--- src/rtl/ladybird_fetch_if.sv ---
// Fetch-stage bus bundle: MMU request/response, execute redirect and decode handoff.
// The master modport is the fetch stage's view; slave is the surrounding pipeline/MMU.
interface ladybird_fetch_if #(
   parameter int XLEN = 32
);
   logic [XLEN-1:0] pc;
   logic            pc_valid;
   logic            pc_ready;
   logic [XLEN-1:0] inst;
   logic [XLEN-1:0] inst_pc;
   logic            inst_valid;
   logic            inst_ready;
   logic            redirect_valid;
   logic [XLEN-1:0] redirect_pc;
   logic [XLEN-1:0] o_inst;
   logic [XLEN-1:0] o_pc;
   logic            o_valid;
   logic            o_ready;

   modport master (
      output pc, pc_valid, inst_ready, o_inst, o_pc, o_valid,
      input  pc_ready, inst, inst_pc, inst_valid, redirect_valid, redirect_pc, o_ready
   );

   modport slave (
      input  pc, pc_valid, inst_ready, o_inst, o_pc, o_valid,
      output pc_ready, inst, inst_pc, inst_valid, redirect_valid, redirect_pc, o_ready
   );
endinterface

--- src/rtl/ladybird_fetch.sv ---
// Instruction fetch: sequential MMU requests, in-order instruction queue, redirect with discard.
// Optional LADYBIRD_FETCH_BYPASS_EN: a response into an empty queue is presented to decode the same cycle.
module ladybird_fetch #(
   parameter int              XLEN         = 32,
   parameter logic [XLEN-1:0] RESET_VECTOR = '0,
   parameter int              QUEUE_DEPTH  = 4
) (
   input logic              clk,
   input logic              nrst,
   ladybird_fetch_if.master bus
);
   localparam int PW = $clog2(QUEUE_DEPTH);
   localparam int CW = PW + 1;
   localparam logic [CW:0] DEPTH_C = (CW+1)'(QUEUE_DEPTH);

   typedef logic [CW-1:0] cnt_t;
   typedef logic [PW-1:0] ptr_t;

   logic [XLEN-1:0] fetch_pc_q, fetch_pc_d;
   cnt_t            inflight_q, inflight_d;
   cnt_t            discard_q, discard_d;
   cnt_t            count_q, count_d;
   ptr_t            head_q, head_d;
   ptr_t            tail_q, tail_d;
   logic [XLEN-1:0] mem_inst_q [QUEUE_DEPTH];
   logic [XLEN-1:0] mem_pc_q   [QUEUE_DEPTH];

   logic            issue, resp, keep, push, pop, bypass, has_head;
   logic [CW:0]     occupancy;
   logic            unused_redirect_lsb;

   assign unused_redirect_lsb = ^bus.redirect_pc[1:0];

   // Queue space is reserved per request, so a kept response always finds room.
   assign occupancy    = {1'b0, count_q} + {1'b0, inflight_q};
   assign has_head     = (count_q != '0);
   assign bus.pc       = fetch_pc_q;
   assign bus.pc_valid = nrst & ~bus.redirect_valid & (occupancy < DEPTH_C);
   assign bus.inst_ready = nrst;

   assign issue = bus.pc_valid & bus.pc_ready;
   assign resp  = bus.inst_valid & bus.inst_ready & (inflight_q != '0);
   assign keep  = resp & (discard_q == '0) & ~bus.redirect_valid;

`ifdef LADYBIRD_FETCH_BYPASS_EN
   assign bypass = keep & ~has_head;
`else
   assign bypass = 1'b0;
`endif

   assign bus.o_valid = (has_head | bypass) & ~bus.redirect_valid;
   assign bus.o_inst  = has_head ? mem_inst_q[head_q] : (bypass ? bus.inst    : '0);
   assign bus.o_pc    = has_head ? mem_pc_q[head_q]   : (bypass ? bus.inst_pc : '0);

   assign pop  = bus.o_valid & bus.o_ready & has_head;
   assign push = keep & ~(bypass & bus.o_ready);

   always_comb begin
      fetch_pc_d = fetch_pc_q;
      inflight_d = inflight_q;
      discard_d  = discard_q;
      count_d    = count_q;
      head_d     = head_q;
      tail_d     = tail_q;
      if (bus.redirect_valid) begin
         // Everything still outstanding belongs to the abandoned path.
         fetch_pc_d = {bus.redirect_pc[XLEN-1:2], 2'b00};
         inflight_d = inflight_q - cnt_t'(resp);
         discard_d  = inflight_q - cnt_t'(resp);
         count_d    = '0;
         head_d     = tail_q;
      end else begin
         if (issue)
            fetch_pc_d = fetch_pc_q + XLEN'(4);
         inflight_d = inflight_q + cnt_t'(issue) - cnt_t'(resp);
         if (resp && (discard_q != '0))
            discard_d = discard_q - cnt_t'(1);
         if (push)
            tail_d = tail_q + ptr_t'(1);
         if (pop)
            head_d = head_q + ptr_t'(1);
         count_d = count_q + cnt_t'(push) - cnt_t'(pop);
      end
   end

   always_ff @(posedge clk or negedge nrst) begin
      if (!nrst) begin
         fetch_pc_q <= RESET_VECTOR;
         inflight_q <= '0;
         discard_q  <= '0;
         count_q    <= '0;
         head_q     <= '0;
         tail_q     <= '0;
      end else begin
         fetch_pc_q <= fetch_pc_d;
         inflight_q <= inflight_d;
         discard_q  <= discard_d;
         count_q    <= count_d;
         head_q     <= head_d;
         tail_q     <= tail_d;
      end
   end

   // Storage needs no reset: outputs are gated by count_q.
   always_ff @(posedge clk) begin
      if (push && !bus.redirect_valid) begin
         mem_inst_q[tail_q] <= bus.inst;
         mem_pc_q[tail_q]   <= bus.inst_pc;
      end
   end
endmodule
--- src/flat_wrapper.sv ---
// flat-port wrapper written by rule: the top's interface ports become plain ports
module ladybird_fetch_flat 
#(
   parameter int              XLEN         = 32,
   parameter logic [XLEN-1:0] RESET_VECTOR = '0,
   parameter int              QUEUE_DEPTH  = 4
)
  (clk, nrst, bus_pc, bus_pc_valid, bus_inst_ready, bus_o_inst, bus_o_pc, bus_o_valid, bus_pc_ready, bus_inst, bus_inst_pc, bus_inst_valid, bus_redirect_valid, bus_redirect_pc, bus_o_ready);
  ladybird_fetch_if #(.XLEN(XLEN)) bus_i ();
  input logic clk;
  input logic nrst;
  output wire logic [$bits(bus_i.pc)-1:0] bus_pc;
  output wire logic [$bits(bus_i.pc_valid)-1:0] bus_pc_valid;
  output wire logic [$bits(bus_i.inst_ready)-1:0] bus_inst_ready;
  output wire logic [$bits(bus_i.o_inst)-1:0] bus_o_inst;
  output wire logic [$bits(bus_i.o_pc)-1:0] bus_o_pc;
  output wire logic [$bits(bus_i.o_valid)-1:0] bus_o_valid;
  input wire logic [$bits(bus_i.pc_ready)-1:0] bus_pc_ready;
  input wire logic [$bits(bus_i.inst)-1:0] bus_inst;
  input wire logic [$bits(bus_i.inst_pc)-1:0] bus_inst_pc;
  input wire logic [$bits(bus_i.inst_valid)-1:0] bus_inst_valid;
  input wire logic [$bits(bus_i.redirect_valid)-1:0] bus_redirect_valid;
  input wire logic [$bits(bus_i.redirect_pc)-1:0] bus_redirect_pc;
  input wire logic [$bits(bus_i.o_ready)-1:0] bus_o_ready;
  assign bus_pc = bus_i.pc;
  assign bus_pc_valid = bus_i.pc_valid;
  assign bus_inst_ready = bus_i.inst_ready;
  assign bus_o_inst = bus_i.o_inst;
  assign bus_o_pc = bus_i.o_pc;
  assign bus_o_valid = bus_i.o_valid;
  assign bus_i.pc_ready = bus_pc_ready;
  assign bus_i.inst = bus_inst;
  assign bus_i.inst_pc = bus_inst_pc;
  assign bus_i.inst_valid = bus_inst_valid;
  assign bus_i.redirect_valid = bus_redirect_valid;
  assign bus_i.redirect_pc = bus_redirect_pc;
  assign bus_i.o_ready = bus_o_ready;
  ladybird_fetch #(.XLEN(XLEN), .RESET_VECTOR(RESET_VECTOR), .QUEUE_DEPTH(QUEUE_DEPTH)) u_core (.clk(clk), .nrst(nrst), .bus(bus_i));
endmodule
--- config.mk ---
export PLATFORM = sky130hd
export DESIGN_NAME = ladybird_fetch_flat
export DESIGN_NICKNAME = d
export VERILOG_FILES = /design/src/rtl/ladybird_fetch_if.sv /design/src/rtl/ladybird_fetch.sv /design/src/flat_wrapper.sv
export SDC_FILE = /design/constraint.sdc
export NUM_CORES = 1
export LEC_CHECK = 0
export CAP_MARGIN = 15
export CORE_ASPECT_RATIO = 1.5
export CORE_MARGIN = 5
export CORE_UTILIZATION = 55
export CTS_CLUSTER_DIAMETER = 80
export CTS_CLUSTER_SIZE = 28
export DETAILED_ROUTE_END_ITERATION = 10
export GPL_ROUTABILITY_DRIVEN = 1
export GPL_TIMING_DRIVEN = 0
export HOLD_SLACK_MARGIN = 0.1
export PLACE_DENSITY = 0.82
export SLEW_MARGIN = 30
export SYNTH_ARGS = -nofsm -noshare
export SYNTH_HDL_FRONTEND = slang
export SYNTH_SLANG_ARGS = --single-unit
export TNS_END_PERCENT = 1
--- constraint.sdc ---
create_clock -name clk -period 4.96 [get_ports clk]
set_clock_uncertainty 0.05 [all_clocks]
set_input_delay 1.488 -clock clk [delete_from_list [all_inputs] [get_ports clk]]
set_output_delay 1.488 -clock clk [all_outputs]
set_load 0.05 [all_outputs]
# After elaboration in Yosys (flattened, before gate mapping)

Memory sizes are Yosys's and may differ from the RTL's.
Cells that the tools add are included.

Flip-flop bits (word level): 45
Bits in writable memories: 256
Logic and storage cells: 53
Memories kept: 2

Add/sub/neg operators: 10
$lt $le $gt $ge: 1
Multiplexer cells: 12
Bitwise logic cells: 11
Reductions and logical operators: 11

Memories:

| name              | words | bits a word | read ports | clocked after memory_dff | wr ports | RTL line             | RTL |
|---|---|---|---|---|---|---|---|
| u_core.mem_inst_q | 4     | 32          | 1          | 0                        | 1        | ladybird_fetch.sv:25 | `logic [XLEN-1:0] mem_inst_q [QUEUE_DEPTH];` |
| u_core.mem_pc_q   | 4     | 32          | 1          | 0                        | 1        | ladybird_fetch.sv:26 | `logic [XLEN-1:0] mem_pc_q [QUEUE_DEPTH];` |

Operators by type and width:

| cell                                                        | count |
|---|---|
| two-way mux 32 bit                                          | 4 |
| adder 32 x 3 -> 32 bit (second input constant)              | 1 |
| two-way mux 3 bit                                           | 4 |
| AND 1 bit                                                   | 10 |
| nonzero test 3 bit                                          | 3 |
| subtractor 3 x 1 -> 3 bit                                   | 3 |
| adder 3 x 1 -> 3 bit                                        | 2 |
| nonzero test 2 bit                                          | 3 |
| adder 2 x 1 -> 2 bit (second input constant)                | 2 |
| adder 3 x 3 -> 4 bit                                        | 1 |
| less-than comparator 4 x 3 -> 1 bit (second input constant) | 1 |
| two-way mux 2 bit                                           | 2 |
| logical NOT 3 bit                                           | 1 |
| subtractor 3 x 1 -> 3 bit (second input constant)           | 1 |
| logical AND 1 bit                                           | 2 |
| two-way mux 1 bit                                           | 2 |
| AND reduction 2 bit                                         | 1 |
| logical NOT 1 bit                                           | 1 |
| inverter 1 bit                                              | 1 |

# Depth between registers and ports, before layout

Gate-level depths: netlist of the first run.

Word-level depth: 7
Mapped depth: 11

# Worst setup path after synthesis of the first run

No wires, ideal clock.

Kind: input-to-reg
Start: in bus_redirect_valid
End: mem u_core.mem_inst_q[0][0] (enable)
Setup time: 429 ps
Arrival time: 3782 ps
Slack: 699 ps
Stages on the path: 3
Cells stage by stage: clkbuf_1 nor4b_2 and2_1

Word-level cells in the longest chain between the ends: 5
Elaborated cells between the ends (all ways): 6
Those cells by class: 2 x mux; 2 x bitwise; 2 x reduce/logical

RTL lines:

| item                                      | RTL line              | RTL |
|---|---|---|
| from (decl)                               | flat_wrapper.sv:22    | `input wire logic [$bits(bus_i.redirect_valid)-1:0] bus_redirect_valid;` |
| inverter 1 bit (no source line)           | n/a                   |  |
| AND 1 bit                                 | ladybird_fetch.sv:43  | `assign keep = resp & (discard_q == '0) & ~bus.redirect_valid;` |
| logical AND 1 bit *                       | ladybird_fetch.sv:106 | `if (push && !bus.redirect_valid) begin` |
| two-way mux 1 bit *                       | ladybird_fetch.sv:106 |  |
| two-way mux 1 bit (implied by the code) * | ladybird_fetch.sv:107 | `mem_inst_q[tail_q] <= bus.inst;` |
| to (decl)                                 | ladybird_fetch.sv:25  |  |

Mark *: on every way between the ends. The rest lies on a longest branch, timed or not.

# Worst setup path after layout of the first run

Start: in bus_redirect_valid
End: out bus_o_valid

Word-level cells in the longest chain between the ends: 2

RTL lines:

| item                            | RTL line             | RTL |
|---|---|---|
| inverter 1 bit (no source line) | n/a                  |  |
| AND 1 bit                       | ladybird_fetch.sv:51 | `assign bus.o_valid = (has_head \| bypass) & ~bus.redirect_valid;` |
| to (decl)                       | flat_wrapper.sv:17   | `output wire logic [$bits(bus_i.o_valid)-1:0] bus_o_valid;` |

No other way between the ends.

==> results.json, run 1 <==
{
  "power.clock.fraction": 0.182,
  "drcViolationCount": 0,
  "place.detailed.hpwl_um": 19000,
  "sw_frac_of_total": 0.358,
  "grt_setup_unrepaired": "false",
  "path_cells": "clkdlybuf4s50_1 > clkbuf_2 > clkbuf_2 > nor2b_1 > dlygate4sd2_1",
  "timing.final.crit_share": 0.967,
  "status": "finished, final reports clean",
  "crit_buf_inv": 4,
  "cp.required_ns": 3.42,
  "synth.area.top_cells": "edfxtp_1 62%, mux4_2 12%, dfrtp_1 8.7%",
  "grt_antenna_before_repair": 1,
  "design.portCount": 201,
  "port_buffers": 196,
  "hold_path.class": "reg -> reg",
  "clock_tree.root_cell": "clkbuf_16",
  "area_delta_synth_final_pct": 22.9,
  "tritonroute_pass_1_iters": 5,
  "drt_iter0_markers": 479,
  "ctsResizeCount": 4,
  "routabilityCongestion": 0.923,
  "critical_path.endpoint_type": "primary output",
  "synthesis.yosys.warnings": 0,
  "core_um2": 22200,
  "initial_core_util": 0.555,
  "cts_htree_levels": 1,
  "vdd.ir_drop.worst_mv": 0.230,
  "timing.setup.critical_path_class": "in -> out",
  "first_pass_grt_wire_length_um": 42200,
  "postRouteAntennaNets": 0,
  "timing.critical_path.slowest_cell_delay_ns": 0.55,
  "layout.cells.non_filler": 1217,
  "die_x_um": 132,
  "grt_remaining_overflow": 0,
  "max-cap-violations": 0,
  "clock_insertion_delay_worst_skew_ns": 0.47,
  "cts_hold_fix_bufs": 0,
  "drive_above_1_share": 0.113,
  "clock.fmax_mhz": 208,
  "critical_path.max_fanout": 10,
  "numCtsBuffers": 14,
  "report.final.setup_viol": 0,
  "synth_edf_count": 256,
  "post_synth_top_flop": "edfxtp_1",
  "vias": 7169,
  "vertical_die_dimension_um": 193,
  "slew_headroom": 0.410,
  "pin_count_of_the_biggest_net_entering_global_routing": 47,
  "grt_usage": 0.208,
  "post_cts_repair_setup_buffers": 0,
  "final_hold_viol_count": 0,
  "most_area_hungry_cell_type_in_the_yosys_netlist": "edfxtp_1",
  "netsw_uw": 2550,
  "max-clock-path-buffers": 3,
  "worst_ep_arrival_time_ns": 3.26,
  "tritoncts": "done",
  "clkSinkCount": 299,
  "total_power_uw": 7110,
  "power.share.sequential": 0.415,
  "ys_seq_area_frac": 0.711,
  "syn_avg_cell_area_um2": 17.2,
  "yosysUniqueCellTypes": 45,
  "viasPerCell": 5.89,
  "number_of_synthesized_register_bits": 299,
  "nNetsFinal": 1051,
  "gate_power_share": 0.403,
  "worstMarginPinSlew_ns": 0.878,
  "finalCriticalPeriod_ns": 4.80,
  "synth_top_cell_area_share": 0.624,
  "row_count": 67,
  "totalWireLength_um": 27300,
  "post_syn_area_um2": 12300,
  "clkSlewWorstSetupHoldPaths_ns": 0.11,
  "first_global_vias": 7483,
  "dp.cells": 1192,
  "power_density_over_the_cells_nw_per_um2": 469,
  "power.internal_uw": 4570,
  "type_of_element_launching_the_critical_path": "input pin",
  "synth-async-reset-ratio": 0.144,
  "critPathMostFrequentCell": "clkbuf_2",
  "syn_inst": 715,
  "power.leakage_uw": 0.00512,
  "route.detailed.wl_per_inst_um": 22.4,
  "timing.critical_path.max_delay_family": "buffers and inverters",
  "final-max-slew-violation-count": 0,
  "slowest_stage": "dlygate4sd2_1",
  "die_area_um2": 25600
}
[synth_stat cells (all sizes together) (9+ instances only)]
| library cell | number |
|---|---|
| mux4 | 64 |
| edfxtp | 256 |
| and2 | 69 |
| nor2b | 9 |
| nand3 | 23 |
| dfrtp | 43 |
| buf | 12 |
| o21ai | 28 |
| nor2 | 16 |
| o311ai | 9 |
| nand4 | 12 |
| ha | 15 |
| nand2 | 40 |
| clkbuf | 26 |
| inv | 18 |
[area by class of cell]
class                   count  area, um^2
diodes                      1        2.50
plain buffers              38         166
clock buffers              23         405
clock inverters             1        11.3
fillers                  1504        7060
inverters                  18        67.6
multi-input cells         361        3350
flip-flops and latches    299        8760
well taps                 276         345
repair buffers            200        2040
[cell usage in the layout (no fill, tap or decap), types with 4 or more instances in the layout]
| cell | n |
|---|---|
| and2_1 | 65 |
| dfrtp_1 | 43 |
| nor2_1 | 16 |
| nor3_1 | 7 |
| o21ai_0 | 28 |
| nand4_1 | 11 |
| and2_4 | 4 |
| and3_1 | 7 |
| buf_12 | 4 |
| o311ai_0 | 9 |
| clkbuf_2 | 4 |
| edfxtp_1 | 256 |
| clkbuf_1 | 31 |
| ha_1 | 15 |
| a221o_1 | 6 |
| o211ai_1 | 5 |
| nor2b_1 | 9 |
| buf_2 | 6 |
| or3_1 | 7 |
| clkdlybuf4s50_1 | 194 |
| mux4_2 | 64 |
| clkbuf_16 | 15 |
| xnor2_1 | 4 |
| xor2_1 | 6 |
| a21oi_1 | 5 |
| inv_1 | 18 |
| nand3_1 | 23 |
| nand2_1 | 40 |
[worst paths after layout]
kind,startpoint,end,slack (ns),cells past startpoint
max in group asynchronous,nrst,u_core.bus.pc[19]$_DFFE_PN0P_,3.64,1
worst min-delay path,u_core.inflight_q[2]$_DFF_PN0_,u_core.inflight_q[2]$_DFF_PN0_,0.51,1
min in group asynchronous,nrst,u_core.bus.pc[29]$_DFFE_PN0P_,0.87,1
worst max register to register,u_core.inflight_q[2]$_DFF_PN0_,u_core.inflight_q[2]$_DFF_PN0_,1.77,10
worst min register to register,u_core.inflight_q[2]$_DFF_PN0_,u_core.inflight_q[2]$_DFF_PN0_,0.51,1
worst max-delay path,bus_redirect_valid,bus_o_valid,0.16,5
[routing by layer]
metal	vias to the layer above	GRT usage	wire, um
li1	3213	-	-
met3	52	0.0333	1640
met5	-	0	0
met2	304	0.378	14600
met1	3600	0.253	10200
met4	0	0.0694	892
[kinds of logic after synthesis]
| logic type | Yosys count | share of synthesized area |
|---|---|---|
| xor+xnor | 10 | 0.00710 |
| buf+inv | 56 | 0.0186 |
| flops | 299 | 0.711 |
| mux | 65 | 0.118 |
| simple gates | 202 | 0.0915 |
| other cells | 1 | 0.000304 |
| fa+ha+maj | 17 | 0.0185 |
| compound gates | 65 | 0.0354 |
[power by group through the flow]
stage                     Combinational [uW]  Sequential, uW  Clock (uW)
after global placement                  2870            3000           0
after global routing                    3060            2970        1430
final                                   2870            2950        1290
after CTS                               2920            2950        1320
after floorplan                         1870            3100           0
after detailed placement                2910            3000           0
[stage by stage]
| stage | setup TNS, ns | cell area (um^2) | hold WS [ns] | utilization | worst slack [ns] |
|---|---|---|---|---|---|
| finish | 0 | 15200 | 0.505 | 0.682 | 0.162 |
| global route | 0 | 15200 | 0.542 | 0.682 | 0.0251 |
| CTS | 0 | 15100 | 0.511 | 0.682 | 0.0643 |
| detailed placement | -0.495 | 14700 | 0.488 | 0.663 | -0.479 |
| global placement | -870.91 | 14600 | 0.471 | 0.659 | -3.35 |
| floorplan | 0 | 12300 | 0.448 | - | 0.699 |
[sequential cells by signal (all words and copies together) (netlist names)]
register / flops
u_core.bus.pc: 30
u_core.discard_q: 3
u_core.mem_pc_q: 128
u_core.inflight_q: 3
u_core.tail_q: 2
u_core.mem_inst_q: 128
u_core.head_q: 2
u_core.count_q: 3
Note: power is estimated with default switching activity, not from simulation.
==> run 2: changes to the inputs <==
--- a/config.mk
+++ b/config.mk
@@ -7,7 +7,7 @@
 export LEC_CHECK = 0
 export CAP_MARGIN = 15
 export CORE_ASPECT_RATIO = 1.5
-export CORE_MARGIN = 5
+export CORE_MARGIN = 4
 export CORE_UTILIZATION = 55
 export CTS_CLUSTER_DIAMETER = 80
 export CTS_CLUSTER_SIZE = 28
==> run 2 against run 1 <==
  * Via count down 0.80%
  * Final cell count down 0.16%
  * Flip-flop and latch count unchanged
  * Register-to-register slack better by 0.23 ns
==> results.json, run 2 (synthesized netlist as in run 1, its figures left out) <==
{
  "total_power_uw": 7160,
  "worst-r2r-cell-count": 10,
  "hold_depth": 1,
  "timing.final.crit_share": 0.960,
  "design.portCount": 201,
  "status": "finished, final reports clean",
  "min_to": "u_core.inflight_q[2]$_DFF_PN0_",
  "netsw_uw": 2540,
  "die_x_um": 130,
  "sw_frac_of_total": 0.354,
  "initial_core_util": 0.563,
  "worst_r2r_startpoint": "u_core.count_q[1]$_DFF_PN0_",
  "final-max-slew-violation-count": 0,
  "core_um2": 21900,
  "clock.fmax_mhz": 210,
  "slew_headroom": 0.452,
  "cts_htree_levels": 1,
  "grt_usage": 0.212,
  "dp_slack_ns": -0.397,
  "report.final.setup_viol": 0,
  "power.clock.fraction": 0.186,
  "area_delta_synth_final_pct": 23.2,
  "power_density_over_the_cells_nw_per_um2": 472,
  "max-cap-violations": 0,
  "routabilityCongestion": 0.873,
  "worst_ep_arrival_time_ns": 3.22,
  "setup_ws_ns": 0.200,
  "grt_setup_unrepaired": "false",
  "totalWireLength_um": 26100,
  "cp.required_ns": 3.42,
  "die_area_um2": 24900,
  "r2r-end": "u_core.inflight_q[2]$_DFF_PN0_",
  "viasPerCell": 5.85,
  "tritoncts": "done",
  "tritonroute_pass_1_iters": 6,
  "clock_tree.root_cell": "clkbuf_16",
  "hold_ws_ns": 0.494,
  "type_of_element_launching_the_critical_path": "register",
  "clkSlewWorstSetupHoldPaths_ns": 0.11,
  "nNetsFinal": 1052,
  "critical_path.max_fanout": 10,
  "final_cell_mix": "256 x edfxtp_1, 194 x clkdlybuf4s50_1, 65 x and2_1",
  "first_pass_grt_wire_length_um": 41000,
  "clock_insertion_delay_worst_skew_ns": 0.48,
  "first_global_vias": 7454,
  "hp-start": "u_core.inflight_q[2]$_DFF_PN0_",
  "final_hold_viol_count": 0,
  "layout.cells.most_common": "edfxtp_1",
  "fin_setup_tns_ns": 0,
  "hold_path.class": "reg -> reg",
  "drt_iter0_markers": 568,
  "clkSinkCount": 299,
  "numCtsBuffers": 14,
  "drcViolationCount": 0,
  "r2r_setup_slk_ns": 2.00,
  "port_buffers": 196,
  "power.leakage_uw": 0.00514,
  "drive_above_1_share": 0.116,
  "finalCriticalPeriod_ns": 4.76,
  "place.detailed.hpwl_um": 17800,
  "vertical_die_dimension_um": 191,
  "grt_antenna_before_repair": 2,
  "grt_remaining_overflow": 0,
  "worstMarginPinSlew_ns": 0.815,
  "timing.setup.critical_path_class": "reg -> out",
  "row_count": 66,
  "route.detailed.wl_per_inst_um": 21.5,
  "vias": 7112,
  "pin_count_of_the_biggest_net_entering_global_routing": 47,
  "power.internal_uw": 4630,
  "power.share.sequential": 0.411,
  "vdd.ir_drop.worst_mv": 0.259,
  "critical_path.endpoint_type": "primary output",
  "postRouteAntennaNets": 0,
  "max-clock-path-buffers": 3,
  "gate_power_share": 0.402
}
## run 2: repair_timing
action	4_1_cts	5_1_grt
endpoints found under the setup margin	39	17
buffers inserted	0	0
hold buffers	0	0
gates resized for setup	5	3
cloned	0	0
## run 2: how the worst max path moves through the flow
stage	from	end	slack, ns
3_3_place_gp	nrst	u_core.mem_inst_q[1][19]$_DFFE_PP_	-3.31
4_1_cts	nrst	bus_pc_valid	0.08
5_1_grt	u_core.head_q[0]$_DFFE_PN0P_	bus_o_inst[26]	0.01
3_5_place_dp	bus_redirect_valid	bus_o_valid	-0.40
6_report	u_core.head_q[1]$_DFFE_PN0P_	bus_o_inst[13]	0.20
2_1_floorplan	bus_redirect_valid	u_core.mem_inst_q[0][0]$_DFFE_PP_	0.70
## run 2: power groups by stage
| stage | clock (uW) | combinational, uW | sequential, uW |
|---|---|---|---|
| 2_1_floorplan | 0 | 1870 | 3100 |
| 3_3_place_gp | 0 | 2870 | 3000 |
| 3_5_place_dp | 0 | 2910 | 3000 |
| 4_1_cts | 1360 | 2920 | 2940 |
| 5_1_grt | 1470 | 3080 | 2960 |
| 6_report | 1330 | 2880 | 2950 |
## run 2: metrics by stage
stage | area, um^2 | util | instances
after floorplan | 12300 | - | 716
after global placement | 14600 | 0.669 | 1184
after detailed placement | 14700 | 0.673 | 1188
after CTS | 15200 | 0.693 | 1212
after global routing | 15200 | 0.694 | 1215
final | 15200 | 0.694 | 1215
## run 2: per-layer routing
layer,global-route usage,wire [um]
met1,0.281,9660
met2,0.372,14000
met3,0.0266,1780
met4,0.0532,628
met5,0,0
## run 2: layout make-up
class                           instances  area [um^2]
Tap cell                              272          340
Sequential cell                       299         8760
Fill cell                            1426         6690
Inverter                               18         67.6
Antenna cell                            2         5.00
Clock buffer                           22          402
Timing Repair Buffer                  201         2050
Clock inverter                          2         36.3
Buffer                                 38          174
Multi-Input combinational cell        361         3350
## run 2: critical path, cell delays in order (launching register included)
cell and delay (ns):
dfrtp_1 0.36, clkbuf_1 0.50, clkbuf_1 0.58, mux4_2 0.42, and2_1 0.18, clkdlybuf4s50_1 0.70
==> run 3: changes to the inputs <==
--- a/config.mk
+++ b/config.mk
@@ -15,7 +15,7 @@
 export GPL_ROUTABILITY_DRIVEN = 1
 export GPL_TIMING_DRIVEN = 0
 export HOLD_SLACK_MARGIN = 0.1
-export PLACE_DENSITY = 0.82
+export PLACE_DENSITY = 0.8
 export SLEW_MARGIN = 30
 export SYNTH_ARGS = -nofsm -noshare
 export SYNTH_HDL_FRONTEND = slang
==> run 3 against run 2 <==
  * Combinational power about the same
  * Hold slack improved by 0.0049 ns
  * Clock power about the same
  * Register-to-register slack improved by 0.02 ns
  * First-iteration DRC count decreased by 18%
  * Global-route usage about the same
  * Largest cell class unchanged
==> results.json, run 3 (synthesized netlist as in run 1, its figures left out) <==
{
  "status": "finished, final reports clean",
  "clock.fmax_mhz": 210,
  "postRouteAntennaNets": 0,
  "nFillCells": 1454,
  "worst-r2r-cell-count": 10,
  "type_of_element_launching_the_critical_path": "register",
  "drcViolationCount": 0,
  "grt_setup_unrepaired": "false",
  "row_count": 66,
  "cp.required_ns": 3.42,
  "finalCriticalPeriod_ns": 4.76,
  "vias": 7057,
  "worst_ep_arrival_time_ns": 3.22,
  "grt_remaining_overflow": 0,
  "slew_headroom": 0.449,
  "die_area_um2": 24900,
  "max-clock-path-buffers": 3,
  "critical_path.endpoint_type": "primary output",
  "drt_iter0_markers": 465,
  "port_buffers": 196,
  "timing.final.crit_share": 0.960,
  "initial_core_util": 0.563,
  "critical_path.max_fanout": 10,
  "place.detailed.hpwl_um": 17900,
  "drive_above_1_share": 0.115,
  "first_global_vias": 7285,
  "core_um2": 21900,
  "finalCoreUtilization": 0.693,
  "vertical_die_dimension_um": 191,
  "area_delta_synth_final_pct": 23.0,
  "totalWireLength_um": 26300,
  "route.detailed.wl_per_inst_um": 21.6,
  "first_pass_grt_wire_length_um": 40700,
  "routabilityCongestion": 0.869,
  "worst_r2r_startpoint": "u_core.count_q[1]$_DFF_PN0_",
  "worstMarginPinSlew_ns": 0.819,
  "viasPerCell": 5.81,
  "final_cell_mix": "256 x edfxtp_1, 194 x clkdlybuf4s50_1, 65 x and2_1",
  "nNetsFinal": 1051,
  "clkSlewWorstSetupHoldPaths_ns": 0.11,
  "hold_path.class": "reg -> reg",
  "power_density_over_the_cells_nw_per_um2": 469,
  "die_x_um": 130,
  "cts_htree_levels": 1,
  "fin_setup_tns_ns": 0,
  "setup_ws_ns": 0.199,
  "hp-start": "u_core.bus.pc[31]$_DFFE_PN0P_",
  "layout.cells.most_common": "edfxtp_1",
  "report.final.setup_viol": 0,
  "max-cap-violations": 0,
  "grt_usage": 0.212,
  "clock_insertion_delay_worst_skew_ns": 0.49,
  "grt_antenna_before_repair": 1,
  "hold_ws_ns": 0.499,
  "power.leakage_uw": 0.00513,
  "numCtsBuffers": 14,
  "tritonroute_pass_1_iters": 7,
  "tritoncts": "done",
  "final-max-slew-violation-count": 0,
  "clock_tree.root_cell": "clkbuf_16",
  "design.portCount": 201,
  "clkSinkCount": 299,
  "vdd.ir_drop.worst_mv": 0.440,
  "total_power_uw": 7120,
  "pin_count_of_the_biggest_net_entering_global_routing": 47,
  "cts_hold_fix_bufs": 0,
  "final_hold_viol_count": 0,
  "hold_depth": 1,
  "critical_path.startpoint": "u_core.head_q[1]$_DFFE_PN0P_",
  "timing.setup.critical_path_class": "reg -> out",
  "dp_slack_ns": -0.310
}
-- run 3: cell types whose count changed in the layout (fill, tap and decap cells not counted), sizes merged --
cell / delta
clkdlybuf4s15: -1
buf: -1
bufinv: -1
clkbuf: +2
diode: +1
-- run 3: path summary, 6_finish.rpt --
kind                                             endpoint  slack (ns)
min                         u_core.bus.pc[31]$_DFFE_PN0P_        0.50
min reg2reg                 u_core.bus.pc[31]$_DFFE_PN0P_        0.50
max in group asynchronous    u_core.bus.pc[2]$_DFFE_PN0P_        3.68
min in group asynchronous   u_core.bus.pc[20]$_DFFE_PN0P_        0.87
max                                         bus_o_inst[3]        0.20
max reg2reg                u_core.inflight_q[2]$_DFF_PN0_        2.02
-- run 3: layout make-up --
type	instances	area [um^2]	area share
timing repair buffer	200	2060	0.136
buffer	38	168	0.0111
inverter	18	67.6	0.00445
sequential	299	8760	0.578
clock inverter	1	8.76	0.000577
clock buffer	23	407	0.0268
multi-input combinational	361	3350	0.221
tap	272	340	0.0224
antenna	3	7.51	0.000495
-- run 3: layer usage --
metal / track usage / routed length (um) / up-vias
met4: 0.0540 / 625 / 0
met1: 0.271 / 9960 / 3547
met5: 0 / 0 / -
met3: 0.0447 / 1940 / 38
met2: 0.370 / 13700 / 256
li1: - / - / 3216
-- run 3: where the power goes --
| part | total [uW] | internal, uW | switching, uW |
|---|---|---|---|
| Clock | 1300 | 576 | 723 |
| Sequential | 2940 | 2840 | 103 |
| Combinational | 2880 | 1150 | 1720 |
-- run 3: per-stage QoR --
step	cell area, um^2	cells
CTS	15200	1212
global placement	14600	1184
global route	15200	1213
finish	15200	1215
floorplan	12300	716
detailed placement	14700	1188
-- run 3: critical path, cell delays in order (launching register included) --
cell	delay [ns]
dfrtp_1	0.36
clkbuf_1	0.51
clkbuf_1	0.55
mux4_2	0.31
and2_1	0.18
clkdlybuf4s50_1	0.82
-- run 3: what timing repair did --
| item | in CTS | in global routing |
|---|---|---|
| gates resized for setup | 4 | 1 |
| endpoints found under the hold margin | 0 | 0 |
| setup buffers | 0 | 0 |
| setup endpoints to repair | 39 | 1 |
